**src/rtl/regfile_wr_ctrl.sv**
```systemverilog
// regfile_wr_ctrl: zero-fills r1..r31 after reset, then round-robin arbitrates ALU/MEM writebacks with a RAW pending scoreboard.
// RF_WR_BYPASS_EN adds same-cycle forwarding ports Fwd1/Fwd2/FwdData1/FwdData2.
module regfile_wr_ctrl #(
  parameter int AW = 5,
  parameter int DW = 32
) (
  input  logic          Clk,
  input  logic          Rst,
  input  logic          A_Valid,
  input  logic [AW-1:0] A_Addr,
  input  logic [DW-1:0] A_Data,
  output logic          A_Ready,
  input  logic          M_Valid,
  input  logic [AW-1:0] M_Addr,
  input  logic [DW-1:0] M_Data,
  output logic          M_Ready,
  input  logic          Hold,
  input  logic          Rsv_En,
  input  logic [AW-1:0] Rsv_Addr,
  input  logic [AW-1:0] Ard1,
  input  logic [AW-1:0] Ard2,
  output logic          Busy1,
  output logic          Busy2,
  output logic [AW-1:0] Awr,
  output logic [DW-1:0] Din,
  output logic          WrEn,
`ifdef RF_WR_BYPASS_EN
  output logic          Fwd1,
  output logic          Fwd2,
  output logic [DW-1:0] FwdData1,
  output logic [DW-1:0] FwdData2,
`endif
  output logic          Init_Done
);
  localparam int N = 1 << AW;
  typedef enum logic {INIT, RUN} state_t;
  state_t        state_q, state_d;
  logic [AW-1:0] cnt_q, cnt_d, awr_q, awr_d, g_addr;
  logic [DW-1:0] din_q, din_d, g_data;
  logic          wren_q, wren_d, done_q, done_d, rr_q, rr_d;
  logic [N-1:0]  pend_q, pend_d;
  logic          run, a_gnt, m_gnt;
  assign run    = state_q == RUN;
  // rr_q = 0 favours ALU on a tie, 1 favours MEM
  assign a_gnt  = run & !Rst & !Hold & A_Valid & (!M_Valid | !rr_q);
  assign m_gnt  = run & !Rst & !Hold & M_Valid & (!A_Valid | rr_q);
  assign g_addr = a_gnt ? A_Addr : M_Addr;
  assign g_data = a_gnt ? A_Data : M_Data;
  assign A_Ready   = a_gnt;
  assign M_Ready   = m_gnt;
  assign Awr       = awr_q;
  assign Din       = din_q;
  assign WrEn      = wren_q;
  assign Init_Done = done_q;
`ifdef RF_WR_BYPASS_EN
  assign Fwd1     = wren_q & (awr_q == Ard1) & (Ard1 != '0);
  assign Fwd2     = wren_q & (awr_q == Ard2) & (Ard2 != '0);
  assign FwdData1 = din_q;
  assign FwdData2 = din_q;
  assign Busy1    = pend_q[Ard1] & !Fwd1;
  assign Busy2    = pend_q[Ard2] & !Fwd2;
`else
  assign Busy1 = pend_q[Ard1];
  assign Busy2 = pend_q[Ard2];
`endif
  always_comb begin
    state_d = state_q;
    cnt_d   = cnt_q;
    awr_d   = awr_q;
    din_d   = din_q;
    wren_d  = 1'b0;
    done_d  = done_q;
    rr_d    = rr_q;
    pend_d  = pend_q;
    if (!run) begin
      wren_d  = 1'b1;
      awr_d   = cnt_q;
      din_d   = '0;
      cnt_d   = cnt_q + 1'b1;
      state_d = (cnt_q == AW'(N - 1)) ? RUN : INIT;
      done_d  = cnt_q == AW'(N - 1);
    end else begin
      if (a_gnt | m_gnt) begin
        wren_d         = g_addr != '0;
        awr_d          = g_addr;
        din_d          = g_data;
        rr_d           = !m_gnt;
        pend_d[g_addr] = 1'b0;
      end
      // reservation applied after the clear so a newer producer wins
      if (Rsv_En) pend_d[Rsv_Addr] = 1'b1;
      pend_d[0] = 1'b0;
    end
  end
  always_ff @(posedge Clk) begin
    if (Rst) begin
      state_q <= INIT;
      cnt_q   <= AW'(1);
      awr_q   <= '0;
      din_q   <= '0;
      wren_q  <= 1'b0;
      done_q  <= 1'b0;
      rr_q    <= 1'b0;
      pend_q  <= '0;
    end else begin
      state_q <= state_d;
      cnt_q   <= cnt_d;
      awr_q   <= awr_d;
      din_q   <= din_d;
      wren_q  <= wren_d;
      done_q  <= done_d;
      rr_q    <= rr_d;
      pend_q  <= pend_d;
    end
  end
endmodule

```
**config.mk**
```make
export PLATFORM = sky130hd
export DESIGN_NAME = regfile_wr_ctrl
export DESIGN_NICKNAME = d
export VERILOG_FILES = /design/src/rtl/regfile_wr_ctrl.sv
export SDC_FILE = /design/constraint.sdc
export NUM_CORES = 1
export LEC_CHECK = 0
export ABC_AREA = 1
export BUFFER_PORTS_ARGS = -buffer_cell sky130_fd_sc_hd__buf_2
export CAP_MARGIN = 20
export CELL_PAD_IN_SITES_DETAIL_PLACEMENT = 2
export CELL_PAD_IN_SITES_GLOBAL_PLACEMENT = 2
export CORE_ASPECT_RATIO = 1.2
export CORE_MARGIN = 5
export CORE_UTILIZATION = 28
export DETAILED_ROUTE_END_ITERATION = 7
export GPL_ROUTABILITY_DRIVEN = 0
export PLACE_DENSITY_LB_ADDON = 0.1
export SLEW_MARGIN = 20
export SYNTH_ARGS = -nofsm -noshare
export SYNTH_HDL_FRONTEND = slang
export SYNTH_SLANG_ARGS = --single-unit
```
**constraint.sdc**
```tcl
create_clock -name Clk -period 2.1 [get_ports Clk]
set_input_delay 0.105 -clock Clk [delete_from_list [all_inputs] [get_ports Clk]]
set_output_delay 0.105 -clock Clk [all_outputs]
set_load 0.02 [all_outputs]
```
* Word level (Yosys, flattened, before mapping)
Index checks and enable logic that the tools add are counted.
** Word-level totals
- Word-level logic and storage cells :: 60
- Input bits :: 95
- Flip-flop bits (word level) :: 77
** Cells by class
- Multiplexer cells :: 19
- Order comparisons :: 6
- Add/sub/neg operators :: 1
- Reductions and logical operators :: 11
- Equal/unequal tests :: 2
- Bitwise logic cells :: 13
** Operators by type and width (number)
- $mux W32 :: 4
- $and A32 B32 Y32 :: 1
- $not A32 Y32 :: 1
- $or A32 B32 Y32 :: 1
- $lt A5 B6 Y1 const B :: 4
- $mux W5 :: 3
- $bmux W1 S5 :: 2
- $demux W1 S5 :: 2
- $ge A5 B1 Y1 const B :: 2
- $mux W1 :: 8
- $and A1 B1 Y1 :: 6
- $logic_not A1 Y1 :: 6
- $add A5 B1 Y5 const B :: 1
- $eq A5 B5 Y1 const B :: 1
- $reduce_bool A5 Y1 :: 1
- $or A1 B1 Y1 :: 3
- $logic_and A1 B1 Y1 :: 2
- $ne A2 B1 Y1 const B :: 1
- $reduce_and A2 Y1 :: 1
- $reduce_or A2 Y1 :: 1
- $not A1 Y1 :: 1

* Depth between registers and ports, before layout
Gate-level depths: netlist of the first run.
- Depth in word-level cells :: 16
- Mapped depth :: 13

* Worst setup path after synthesis of the first run
OpenSTA, ideal clock, no wires.
- Path type :: flip-flop to flip-flop
- Start point :: register rr_q
- End point :: register pend_q[24]
- Required time :: 1.968 ns
- Library setup time :: 0.132 ns
- Path buffers :: 0
- Cell stages (with the launch flop) :: 9
- Arrival :: 1.341 ns
- Path slack :: 0.626 ns
- Path through :: dfxtp_1 > a21oi_2 > nand3b_1 > nand2_1 > nand2_1 > nor2_2 > nand2_1 > nand2_1 > a21oi_1
** Between the ends
- Cells in the longest elaborated chain, start to end :: 14
- Elaborated cells between the ends (all ways) :: 18
- Classes of those cells :: order compare: 2; mux: 6; bitwise: 8; reduce/logical: 2
** RTL lines
- from (decl) :: line 40 : logic wren_q, wren_d, done_q, done_d, rr_q, rr_d;
- from (signal assigned) :: line 112 : rr_q <= rr_d;
- $logic_not A1 Y1 :: line 45 : assign a_gnt = run & !Rst & !Hold & A_Valid & (!M_Valid | !rr_q);
- $or A1 B1 Y1 :: line 45
- $and A1 B1 Y1 :: line 45
- $mux W5 :: line 47 : assign g_addr = a_gnt ? A_Addr : M_Addr;
- $lt A5 B6 Y1 (not written as such) / $ge A5 B1 Y1 (equally long branches) :: line 88 : pend_d[g_addr] = 1'b0;
- $logic_and A1 B1 Y1 (not written as such) :: line 88
- $mux W1 (not written as such) :: line 88
- $demux W1 S5 :: line 88
- $not A32 Y32 (no line)
- $and A32 B32 Y32 (no line)
- $mux W32 (*) :: line 83 : if (a_gnt | m_gnt) begin
- $mux W32 (*) :: line 75 : if (!run) begin
- $or A32 B32 Y32 (no line)
- $mux W32 (*) :: line 91 : if (Rsv_En) pend_d[Rsv_Addr] = 1'b1;
- to (signal assigned) :: line 113 : pend_q <= pend_d;
- to (decl) :: line 41 : logic [N-1:0] pend_q, pend_d;
Every way passes the cells marked *; elsewhere a longest branch is shown, timed or not. The select of a mux whose other input is x is not followed.
A chain may end at the register's enable or synchronous reset.

* Worst setup path after layout of the first run
- Start point :: register state_q, in the netlist run
- End point :: register pend_q[22]
** Between the ends
- Cells in the longest elaborated chain, start to end :: 15
- Elaborated cells between the ends (all ways) :: 19
- Classes of those cells :: order compare: 2; mux: 6; bitwise: 10; reduce/logical: 1
** RTL lines
- from (decl) :: line 37 : state_t state_q, state_d;
- from (signal assigned) :: line 106 : state_q <= state_d;
- $and A1 B1 Y1 (2 in series) :: line 45, 46
- $and A1 B1 Y1 (2 in series) :: line 45
- $mux W5 :: line 47
- $lt A5 B6 Y1 (not written as such) / $ge A5 B1 Y1 (equally long branches) :: line 88
- $logic_and A1 B1 Y1 (not written as such) :: line 88
- $mux W1 (not written as such) :: line 88
- $demux W1 S5 :: line 88
- $not A32 Y32 (no line)
- $and A32 B32 Y32 (no line)
- $mux W32 :: line 83
- $mux W32 :: line 75
- $or A32 B32 Y32 (no line)
- $mux W32 :: line 91
Several ways; a longest one is shown, not always the timed one. The select of a mux whose other input is x is not followed.

==> results of run 1 <==
[worst min-delay path: stages]
cell	delay (ns)
buf_2	0.07
o21ai_1	0.06
a21oi_1	0.11
[cells in the mapped netlist (all sizes together)]
master / n
inv: 45
dfxtp: 77
o221ai: 2
nor3: 18
buf: 15
clkinv: 1
ha: 2
o31ai: 4
o211ai: 8
a21oi: 80
nand3b: 2
o21ai: 53
nand2: 208
xor2: 1
clkbuf: 14
nor2: 104
nand3: 23
[metal layers]
| metal | GRT usage, % | wire [microns] |
|---|---|---|
| met5 | 0 | 80 |
| met4 | 5.19 | 311 |
| met3 | 7.49 | 1150 |
| met2 | 39.9 | 9350 |
| met1 | 21.4 | 6630 |
[cell type report]
class,instances,area share (%)
multi-input cells,505,42.8
inverters,46,3.28
flip-flops and latches,77,29.1
repair buffers,148,14.6
well taps,175,4.13
clock inverters,4,1.32
clock buffers,12,4.84
[sequential cells by signal (all words and copies together) (netlist names)]
signal,flops
WrEn,1
rr_q,1
pend_q,31
Din,32
cnt_q,5
Init_Done,1
run,1
Awr,5
[power by group through the flow]
stage	Sequential [mW]	Clock (mW)	Combinational (mW)
floorplan	1.52	0	0.143
global placement	1.51	0	0.306
detailed placement	1.51	0	0.320
CTS	1.48	1.77	0.325
global route	1.48	1.82	0.358
finish	1.48	1.72	0.318
[how the worst max path moves through the flow]
stage | startpoint | endpoint | slack (ns)
after floorplan | rr_q | pend_q[24] | 0.63
after global placement | run | Din[11] | 0.29
after detailed placement | run | Din[5] | 0.18
after CTS | run | pend_q[22] | 0.13
after global routing | run | pend_q[22] | 0.03
final | run | pend_q[22] | 0.16
[kinds of logic after synthesis]
group | share of synthesized area (%)
simple gates | 35.3
compound gates | 18.8
flops | 37.3
buf+inv | 7.78
fa+ha+maj | 0.606
xor+xnor | 0.212
[per-stage QoR]
stage                     setup WS (ns)  hold WS, ns
after floorplan                   0.626        0.286
after global placement            0.292        0.378
after detailed placement          0.183        0.398
after CTS                         0.133       0.0422
after global routing             0.0285       0.0647
final                             0.159       0.0501
[cell usage in the layout, fill, tap and decap left out, drive strengths merged]
cell / count
a21oi: 80
nand3b: 2
ha: 2
o31ai: 4
nand3: 23
dfxtp: 77
nand2: 208
clkinv: 3
o211ai: 8
xor2: 1
buf: 148
inv: 45
o21ai: 53
nor2: 104
nor3: 18
bufinv: 2
clkbuf: 12
o221ai: 2
[what timing repair did]
action / 4_1_cts / 5_1_grt
resized for setup: 0 / 1
setup buffers: 0 / 0
setup endpoints to repair: 0 / 3
endpoints found under the hold margin: 0 / 0
==> flow_metrics.tcl, run 1 <==
set metrics [dict create \
    placed_cell_area_sq_um 4970 \
    fillers 1778 \
    cp_top_family "simple AND/OR/NAND/NOR gates" \
    ys_warn_count 0 \
    swShare_pct 23.5 \
    layout_min_cycle_time_ns 1.94 \
    path_cells "nand2_4, nor2_8, nand2_4, nand2_2, nand3_1, nor2_2, nand2_1, nand2_1, a21oi_1" \
    powerDensity_nw_per_um2 664 \
    critPathSlowestCell "nor2_2" \
    startpoint_type "flop" \
    initial_core_util_pct 28.7 \
    critical_path.max_stage_delay_ns 0.41 \
    finalHoldViolations 0 \
    place.detailed.hpwl_mm 13.7 \
    insertion_delay_ns 0.33 \
    synth_top_area_share_pct 37.3 \
    avgSynthCellArea_sq_um 6.29 \
    ioPinCount 138 \
    syn_area_sq_um 4130 \
    fin_cells 967 \
    antenna_found_initial 6 \
    grt_usage_pct 20.9 \
    rr_worst_depth 9 \
    ff2ff_setup_slack_ns 0.16 \
    max_freq_mhz 515 \
    clock_path_buffers 2 \
    whs_path_depth 3 \
    cts_tree "yes" \
    pwr-share-clk_pct 49.0 \
    vdd_drop_max_mv 0.371 \
    numCtsBuffers 9 \
    die_h_microns 143 \
    rows 48 \
    dieArea_sq_um 17300 \
    grt_first_pass_wirelength_mm 28.7 \
    stdcell_area_sq_um 5300 \
    h-tree-depth 3 \
    fin_crit_sh_pct 92.4 \
    first_global_vias 5623 \
    io_buffers 137 \
    rsz0062_at_grt "no" \
    detail_route.vias_per_cell 5.01 \
    clk_pin_slew_ns 0.06 \
    ys_seq_elements 77 \
    outcome "complete, no violations" \
    syn_inst 657 \
    worstHoldPathType "input pin to flop" \
    p_total_mw 3.52 \
    holdCritStartpoint "M_Data[3]" \
    power.switching_mw 0.826 \
    critPathMaxFanout 17 \
    path_depth 9 \
    worstPathArrival_ns 2.15 \
    synthTopCellsByArea "dfxtp_1, nand2_1, a21oi_1" \
    max-cap-violations 0 \
    skew_ns 0.00596 \
    multiInputGateArea_sq_um 2270 \
    root_buffer "clkbuf_16" \
    end_kind "flop" \
    first_pass_iters 4 \
    place_inst 951 \
    crit_required_ns 2.30 \
    n_antenna_cell 0 \
    postCtsHoldBufs 0 \
    wl_per_cell_microns 18.1 \
    holdPathEnd "Din[3]" \
    seq_area_sq_um 1540 \
    slew_viol_final 0 \
    r2r-start "run" \
    fp.dieW_microns 121 \
    clock-sinks 77 \
    worst_pin_slew_ns 0.641 \
    rr_endpoint "pend_q[22]" \
    pwr-share-seq_pct 42.0 \
    drtIter0Drc 97 \
    vias 4845 \
    setup-tns-final_ns 0 \
    setup_viol 0 \
    detail-route-antenna-nets 0 \
    syn_to_final_growth_pct 28.3 \
    p_comb_share_pct 9.0 \
    p_leak_nw 2.41 \
    drc 0 \
    synth.net_count 754 \
    overflow 0 \
    synth.largest_area_cell "dfxtp_1" \
    critPathBufInv 0 \
    crit_type "flop to flop" \
    core_area_sq_um 14400 \
    slew_headroom_pct 56.9 \
    drive_above_1_share_pct 22.7 \
    seq_area_frac_synth_pct 37.3 \
    fin_nets 884 \
    wirelength_mm 17.5 \
    utilization_pct 36.8 \
    intPower_mw 2.70 \
    ys_types 28 \
    grt_max_degree 65 \
]
No activity file was read; power rests on OpenSTA's default activity.
==> run 2, diff against run 1 <==
--- a/config.mk
+++ b/config.mk
@@ -7,7 +7,6 @@
 export LEC_CHECK = 0
 export ABC_AREA = 1
 export BUFFER_PORTS_ARGS = -buffer_cell sky130_fd_sc_hd__buf_2
-export CAP_MARGIN = 20
 export CELL_PAD_IN_SITES_DETAIL_PLACEMENT = 2
 export CELL_PAD_IN_SITES_GLOBAL_PLACEMENT = 2
 export CORE_ASPECT_RATIO = 1.2
@@ -16,6 +15,7 @@
 export DETAILED_ROUTE_END_ITERATION = 7
 export GPL_ROUTABILITY_DRIVEN = 0
 export PLACE_DENSITY_LB_ADDON = 0.1
+export REMOVE_ABC_BUFFERS = 1
 export SLEW_MARGIN = 20
 export SYNTH_ARGS = -nofsm -noshare
 export SYNTH_HDL_FRONTEND = slang
==> run 2 against run 1 <==
Clock power grew 6%. Combinational power is essentially flat. Non-clock buffer count grew 1. Utilization grew 0.18 points. First-iteration DRC count grew 52%. Clock skew shrank 0.00084 ns. Power grew 2.7%. Sequential cell count is the same. Hold slack lost 0.0025 ns. Die area is the same.
==> flow_metrics.tcl, run 2 (same netlist as run 1, synthesis figures left out) <==
set metrics [dict create \
    worst_pin_slew_ns 0.596 \
    first_pass_iters 4 \
    syn_to_final_growth_pct 29.0 \
    utilization_pct 37.0 \
    vdd_drop_max_mv 0.418 \
    crit_required_ns 2.31 \
    h-tree-depth 3 \
    rows 48 \
    insertion_delay_ns 0.34 \
    p_total_mw 3.62 \
    wirelength_mm 18.0 \
    setup_viol 0 \
    finalHoldViolations 0 \
    place_inst 952 \
    wl_per_cell_microns 18.6 \
    first_global_vias 5636 \
    root_buffer "clkbuf_16" \
    detail_route.vias_per_cell 5.11 \
    initial_core_util_pct 28.7 \
    layout_common_cells "nand2_1, buf_2, nor2_1" \
    worstPathArrival_ns 2.06 \
    crit_type "flop to flop" \
    grt_usage_pct 21.3 \
    setup-tns-final_ns 0 \
    p_leak_nw 2.42 \
    clock_path_buffers 2 \
    grt_first_pass_wirelength_mm 29.0 \
    clock-sinks 77 \
    layout_min_cycle_time_ns 1.85 \
    drc 0 \
    final_common_cell "nand2_1" \
    fp.dieW_microns 121 \
    overflow 0 \
    core_area_sq_um 14400 \
    critPathMaxFanout 8 \
    drtIter0Drc 147 \
    clk_pin_slew_ns 0.06 \
    place.detailed.hpwl_mm 14.1 \
    fin_crit_sh_pct 88.1 \
    max_freq_mhz 540 \
    placed_cell_area_sq_um 4980 \
    fin_nets 885 \
    end_kind "flop" \
    skew_ns 0.00512 \
    rsz0062_at_grt "no" \
    largest_reg_flops 32 \
    max-cap-violations 0 \
    slew_viol_final 0 \
    numCtsBuffers 9 \
    die_h_microns 143 \
    vias 4948 \
    detail-route-antenna-nets 0 \
    grt_max_degree 65 \
    post_cts_buffers 0 \
    n_antenna_cell 0 \
    io_buffers 137 \
    cts_tree "yes" \
    stdcell_area_sq_um 5330 \
    antenna_found_initial 5 \
    ioPinCount 138 \
    worstHoldPathType "input pin to flop" \
    dieArea_sq_um 17300 \
    powerDensity_nw_per_um2 679 \
    startpoint_type "flop" \
    fin_cells 968 \
    slew_headroom_pct 59.9 \
    outcome "complete, no violations" \
    drive_above_1_share_pct 22.7 \
]
[run 2: cell count changes in the layout (fill, tap and decap cells not counted), sizes merged]
cell | previous run | this run
bufinv | 2 | 3
buf | 148 | 149
clkinv | 3 | 2
[run 2: cell type report]
class	count	area [sq um]
fill	1810	9090
multi-input combinational	505	2270
sequential	77	1540
timing repair buffer	149	779
clock buffer	12	246
tap	175	219
inverter	46	178
clock inverter	4	95.1
[run 2: what timing repair did]
item                                    in CTS  in global routing
hold buffers                                 0                  0
endpoints found under the setup margin       1                  1
pin swaps                                    0                  0
resized for setup                            1                  1
gates cloned                                 0                  0
[run 2: path summary, 6_finish.rpt]
kind	end	slack [ns]	startpoint	cells past startpoint
worst max register to register	pend_q[30]	0.25	rr_q	9
worst max-delay path	pend_q[30]	0.25	rr_q	9
worst min register to register	Din[5]	0.47	Din[5]	2
worst min-delay path	Din[29]	0.05	M_Data[29]	3
[run 2: per-stage QoR]
stage	setup WS, ns	hold WS (ns)
3_3_place_gp	0.251	0.379
6_report	0.249	0.0475
5_1_grt	0.0881	0.0566
4_1_cts	0.183	0.0421
2_1_floorplan	-0.0787	0.174
3_5_place_dp	0.120	0.396
[run 2: worst max-delay path, cell delays in order, from the launching register on]
cell	delay, ns
dfxtp_1	0.33
a21oi_2	0.20
buf_4	0.18
nand3_1	0.13
nand2_1	0.13
inv_1	0.06
nor2_2	0.44
nand2_1	0.12
nand2_1	0.08
a21oi_1	0.05
[run 2: power by group]
group          total (mW)  internal (mW)  leakage (nW)  switching (mW)
logic               0.316          0.120          1.63           0.197
clock network        1.82           1.19         0.167           0.627
registers            1.48           1.47         0.622         0.00708
[run 2: routing by layer]
layer | up-vias | global-route usage [%] | part of all wire [%]
li1 | 2383 | - | -
met1 | 2388 | 22.7 | 39
met2 | 130 | 39.6 | 52
met3 | 37 | 6.85 | 6.6
met4 | 10 | 6.44 | 2.0
met5 | - | 0 | 0.45
